<file path="src/rtl/stopwatch_pkg.sv">
// Shared constants for the stopwatch time counter: default moduli/widths and
// the count-direction encoding used by the counter stages.
package stopwatch_pkg;
  localparam int SEC_MOD_DEF = 60;
  localparam int MIN_MOD_DEF = 100;
  localparam int SEC_W_DEF   = 6;
  localparam int MIN_W_DEF   = 8;

  localparam logic DIR_UP   = 1'b0;
  localparam logic DIR_DOWN = 1'b1;
endpackage

</file>
<file path="src/rtl/mod_updown_counter.sv">
// Generic modulo-MOD up/down counter stage. The carry and borrow outputs are
// combinational so that a following stage can step on the same edge.
module mod_updown_counter
  import stopwatch_pkg::*;
#(
  parameter int MOD = 60,
  parameter int W   = 6
) (
  input  logic         clk,
  input  logic         rst,
  input  logic         step,
  input  logic         dir,
  input  logic         clr,
  input  logic         ld,
  input  logic [W-1:0] ld_val,
  output logic [W-1:0] val,
  output logic         carry,
  output logic         borrow
);
  localparam logic [W-1:0] MAX = W'(MOD - 1);

  logic [W-1:0] val_q, val_d;

  assign val    = val_q;
  assign carry  = step && (dir == DIR_UP)   && (val_q == MAX);
  assign borrow = step && (dir == DIR_DOWN) && (val_q == '0);

  always_comb begin
    val_d = val_q;
    if (clr) begin
      val_d = '0;
    end else if (ld) begin
      val_d = ld_val;
    end else if (step) begin
      if (dir == DIR_DOWN) begin
        val_d = (val_q == '0) ? MAX : val_q - W'(1);
      end else begin
        val_d = (val_q == MAX) ? '0 : val_q + W'(1);
      end
    end
  end

  always_ff @(posedge clk) begin
    if (rst) begin
      val_q <= '0;
    end else begin
      val_q <= val_d;
    end
  end
endmodule

</file>
<file path="src/rtl/stopwatch_time_counter.sv">
// Minutes:seconds stopwatch/timer counter built from two modulo stages, with
// load clamping, down-count saturation at 00:00 and wrap/done pulses.
// Optional lap snapshot registers are enabled with `define STOPWATCH_LAP_EN.
module stopwatch_time_counter
  import stopwatch_pkg::*;
#(
  parameter int SEC_MOD = SEC_MOD_DEF,
  parameter int MIN_MOD = MIN_MOD_DEF,
  parameter int SEC_W   = SEC_W_DEF,
  parameter int MIN_W   = MIN_W_DEF
) (
  input  logic             clk,
  input  logic             rst,
  input  logic             enable,
  input  logic             tick,
  input  logic             count_down,
  input  logic             clear,
  input  logic             load,
  input  logic [MIN_W-1:0] load_min,
  input  logic [SEC_W-1:0] load_sec,
`ifdef STOPWATCH_LAP_EN
  input  logic             lap,
  output logic [MIN_W-1:0] lap_min,
  output logic [SEC_W-1:0] lap_sec,
  output logic             lap_valid,
`endif
  output logic [MIN_W-1:0] minutes,
  output logic [SEC_W-1:0] seconds,
  output logic             wrap,
  output logic             done,
  output logic             is_zero
);
  localparam logic [SEC_W-1:0] SEC_MAX = SEC_W'(SEC_MOD - 1);
  localparam logic [MIN_W-1:0] MIN_MAX = MIN_W'(MIN_MOD - 1);

  logic [SEC_W-1:0] sec_val, sec_ld;
  logic [MIN_W-1:0] min_val, min_ld;
  logic             sec_carry, sec_borrow, min_carry, min_borrow;
  logic             step_en, min_step;
  logic             wrap_q, wrap_d, done_q, done_d;

  assign sec_ld = (load_sec > SEC_MAX) ? SEC_MAX : load_sec;
  assign min_ld = (load_min > MIN_MAX) ? MIN_MAX : load_min;

  assign is_zero = (min_val == '0) && (sec_val == '0);

  // clear/load swallow a coincident tick; a down-count parks at 00:00.
  assign step_en  = enable && tick && !clear && !load && !(count_down && is_zero);
  assign min_step = sec_carry || sec_borrow;

  mod_updown_counter #(.MOD(SEC_MOD), .W(SEC_W)) u_sec (
    .clk    (clk),
    .rst    (rst),
    .step   (step_en),
    .dir    (count_down),
    .clr    (clear),
    .ld     (load),
    .ld_val (sec_ld),
    .val    (sec_val),
    .carry  (sec_carry),
    .borrow (sec_borrow)
  );

  mod_updown_counter #(.MOD(MIN_MOD), .W(MIN_W)) u_min (
    .clk    (clk),
    .rst    (rst),
    .step   (min_step),
    .dir    (count_down),
    .clr    (clear),
    .ld     (load),
    .ld_val (min_ld),
    .val    (min_val),
    .carry  (min_carry),
    .borrow (min_borrow)
  );

  always_comb begin
    wrap_d = min_carry;
    done_d = step_en && (count_down == DIR_DOWN) && (min_val == '0)
             && (sec_val == SEC_W'(1)) && !min_borrow;
  end

  always_ff @(posedge clk) begin
    if (rst) begin
      wrap_q <= 1'b0;
      done_q <= 1'b0;
    end else begin
      wrap_q <= wrap_d;
      done_q <= done_d;
    end
  end

  assign minutes = min_val;
  assign seconds = sec_val;
  assign wrap    = wrap_q;
  assign done    = done_q;

`ifdef STOPWATCH_LAP_EN
  logic [MIN_W-1:0] lap_min_q;
  logic [SEC_W-1:0] lap_sec_q;
  logic             lap_valid_q;

  // Snapshot uses the pre-step count, so a lap on a tick edge shows the old time.
  always_ff @(posedge clk) begin
    if (rst) begin
      lap_min_q   <= '0;
      lap_sec_q   <= '0;
      lap_valid_q <= 1'b0;
    end else if (clear) begin
      lap_valid_q <= 1'b0;
    end else if (lap) begin
      lap_min_q   <= min_val;
      lap_sec_q   <= sec_val;
      lap_valid_q <= 1'b1;
    end
  end

  assign lap_min   = lap_min_q;
  assign lap_sec   = lap_sec_q;
  assign lap_valid = lap_valid_q;
`endif
endmodule
</file>
<file path="config.mk">
export PLATFORM = sky130hd
export DESIGN_NAME = stopwatch_time_counter
export DESIGN_NICKNAME = d
export VERILOG_FILES = /design/src/rtl/stopwatch_pkg.sv /design/src/rtl/mod_updown_counter.sv /design/src/rtl/stopwatch_time_counter.sv
export SDC_FILE = /design/constraint.sdc
export NUM_CORES = 1
export LEC_CHECK = 0
export ABC_AREA = 1
export ABC_CLOCK_PERIOD_IN_PS = 4400
export CAP_MARGIN = 20
export CORE_ASPECT_RATIO = 0.8
export CORE_UTILIZATION = 42
export CTS_BUF_LIST = sky130_fd_sc_hd__clkbuf_2
export CTS_CLUSTER_DIAMETER = 100
export CTS_CLUSTER_SIZE = 30
export DETAILED_ROUTE_END_ITERATION = 8
export PLACE_DENSITY = 0.69
export SLEW_MARGIN = 20
export SYNTH_ARGS = -nofsm -noshare
export SYNTH_HDL_FRONTEND = slang
export SYNTH_SLANG_ARGS = --single-unit
</file>
<file path="constraint.sdc">
create_clock -name clk -period 4.4 [get_ports clk]
set_input_delay 1.1 -clock clk [delete_from_list [all_inputs] [get_ports clk]]
set_output_delay 1.1 -clock clk [all_outputs]
set_load 0.005 [all_outputs]
</file>
==> impl_metrics.csv <==
group,metric,value,unit
run_status,status,"finished, final reports clean",
placed_design,dp_cells,361,
synth,ys_warn_count,0,
floorplan,core,3804,µm²
drt,drtIter0Drc,129,
synth,syn_inst,277,
worst_setup_path,cp-start-kind,"register",
placed_design,gp_congestion,0.9044,
global_route,grt_overflow,0,
floorplan,initial_utilization,43.68,%
job,maxCapViolCount,0,
placed_design,dp_hpwl,3462,µm
synth,ys.flop_type,"dfxtp_1",
global_route,gr-usage-all-layers,23.06,%
synth,avgSynthCellArea,5.999,µm²
sta,max_slew.worst_pin.slew,823.9,ps
drt,wire_per_inst,12.18,µm
layout,antenna_cells,0,
power,p_total,0.3916,mW
worst_setup_path,worstPathArrival,2030,ps
synth,ys_types,31,
clocking,clockBufferDepth,2,
clocking,clockRootBuffer,"clkbuf_2",
clocking,clkTransAtPathRegs,160,ps
drt,drc,0,
layout,syn2layout_area_growth,23.57,%
floorplan,ioPinCount,38,
floorplan,die_h,58.26,µm
layout,layout-drive-gt1-share,9.061,%
sta,finalSetupTns,0,ps
placed_design,post_dp_cell_area,2038,µm²
layout,finalNetCount,339,
placed_design,io_buffers,37,
synth,synth_edf_count,0,
worst_setup_path,crit_type,"reg2out",
layout,design_area,2053,µm²
floorplan,die_area,4213,µm²
clocking,cts_resized,0,
power,ir_worst_vdd,0.00008096,V
clocking,cts_tree,"built",
clocking,clock_sink_count,16,
worst_setup_path,cp_common_cell,"inv_1",
drt,via_per_inst,5.027,
sta,max-slew-margin-rel,44.87,%
clocking,postCtsHoldBufs,0,
floorplan,std_cell_rows,20,
worst_setup_path,critPathCaptureType,"output pin",
worst_setup_path,cpMaxStageDelayCell,"clkdlybuf4s50_1",
worst_setup_path,critPathMaxStageDelay,510,ps
drt,drt-total-wl,4435,µm
synth,async_flop_share,0,%
clocking,insertion_delay,310,ps
sta,fin_hold_ws,565.5,ps
drt,ant_nets,0,
worst_setup_path,crit_fanout,8,
worst_setup_path,critPathRequiredTime,3300,ps
sta,final.period_utilization,71.12,%
sta,rsz0062_at_grt,"no",
layout,final_cells,364,
global_route,grt_pass1_vias,1587,
synth,synth.ff_latch_count,16,
placed_design,pre_cts_slack,1403,ps
global_route,grt_pass1_wl,7465,µm
clocking,numCtsBuffers,3,
drt,route.vias.total,1830,
hold_path,hold_class,"reg2reg",
layout,post-route-util,53.98,%
clocking,h-tree-depth,1,
sta,hold_viol,0,
worst_setup_path,crit_chain,"inv_1, ha_1, nand2_2, nor2_4, inv_1, nor2_1, clkdlybuf4s50_1",
sta,finalCriticalPeriod,3129,ps
drt,drt_pass1_iterations,4,
global_route,antenna_found_initial,0,
clocking,cts_setup_buffers,0,
synth,syn_nets,305,
synth,seq_area_frac_synth,19.28,%
power,leakagePower,0.9286,nW
global_route,grt_max_degree,19,
sta,worst_slack,1271,ps
sta,fmax,319.6,MHz
power,p_per_area,190.7,nW/µm²
sta,fin_skew,9.782,ps
synth,synth_area,1662,µm²
sta,setup_viol,0,
floorplan,die_w,72.32,µm
sta,drv_slew,0,
==> cell families (layout without fill, tap and decap cells) <==
group | Yosys count | in the layout | synth area share, %
adder cells (fa/ha/maj) | 7 | 7 | 5.271
AND/OR/NAND/NOR | 171 | 171 | 49.10
buffers and inverters | 41 | 73 | 11.29
flip-flops | 16 | 16 | 19.28
AO/OA/AOI/OAI | 34 | 34 | 10.84
XOR/XNOR | 8 | 8 | 4.217
==> area by class of cell <==
class	instances	area, µm²
Tap cell	55	68.82
Clock buffer	3	15.01
Multi-Input combinational cell	220	1154
Fill cell	417	1750
Inverter	33	125.1
Sequential cell	16	320.3
Timing Repair Buffer	37	370.4
==> state kept, by name, indices dropped and copies added (netlist names) <==
signal and count:
done 1, wrap 1, u_sec.val 6, u_min.val 8
==> routing by layer <==
| layer | up-vias | routed length (µm) | global-route usage [%] |
|---|---|---|---|
| met1 | 807 | 2397 | 37.03 |
| met4 | 0 | 31 | 6.162 |
| met3 | 4 | 298 | 4.174 |
| met2 | 61 | 1707 | 30.44 |
| li1 | 958 | - | - |
| met5 | - | 0 | 0 |
==> worst max-delay path, delay by kind of cell (launching register included) <==
kind / cells / cell delay [ps]
flops: 1 / 440
fa+ha+maj: 1 / 190
simple gates: 3 / 370
buf+inv: 3 / 730
==> power breakdown <==
part           internal, mW  switching, mW  leakage (nW)
Sequential            0.151         0.0138         0.131
Clock                0.0186         0.0510        0.0125
Combinational        0.0693         0.0877         0.785
Total                 0.239          0.153         0.929
==> final timing paths <==
path,end,cells after the start,slack [ps],start
worst max-delay path,is_zero,7,1270,u_sec.val[0]
worst min-delay path,u_sec.val[5],2,570,u_sec.val[5]
worst max register to register,u_min.val[4],8,2600,u_sec.val[0]
worst min register to register,u_sec.val[5],2,570,u_sec.val[5]
==> layout by cell type, fill, tap and decap left out, drive strengths merged <==
| master | Yosys | routed |
|---|---|---|
| or2 | 1 | 1 |
| o21ai | 21 | 21 |
| nand2 | 79 | 79 |
| nor3 | 3 | 3 |
| clkdlybuf4s50 | 0 | 37 |
| xor2 | 8 | 8 |
| nand3b | 2 | 2 |
| nor4b | 1 | 1 |
| dfxtp | 16 | 16 |
| nor2 | 46 | 46 |
| ha | 7 | 7 |
| clkbuf | 2 | 3 |
| nand4 | 7 | 7 |
| clkinv | 2 | 2 |
| o211ai | 1 | 1 |
| inv | 31 | 31 |
| a21oi | 12 | 12 |
| nand3 | 32 | 32 |
==> cells in the mapped netlist, types with 3 or more instances <==
| cell | number | area (µm²) |
|---|---|---|
| nor2_4 | 3 | 33.78 |
| inv_2 | 4 | 15.01 |
| nor2_2 | 3 | 18.77 |
| o21ai_0 | 18 | 90.09 |
| nand2_1 | 73 | 274.0 |
| a21oi_1 | 12 | 60.06 |
| nor2_1 | 40 | 150.1 |
| buf_6 | 4 | 45.04 |
| nand2_2 | 4 | 25.02 |
| inv_1 | 27 | 101.4 |
| nand4_1 | 6 | 37.54 |
| dfxtp_1 | 16 | 320.3 |
| xor2_1 | 8 | 70.07 |
| nand3_1 | 30 | 150.1 |
| ha_1 | 7 | 87.58 |
No activity file was read; power rests on OpenSTA's default activity.
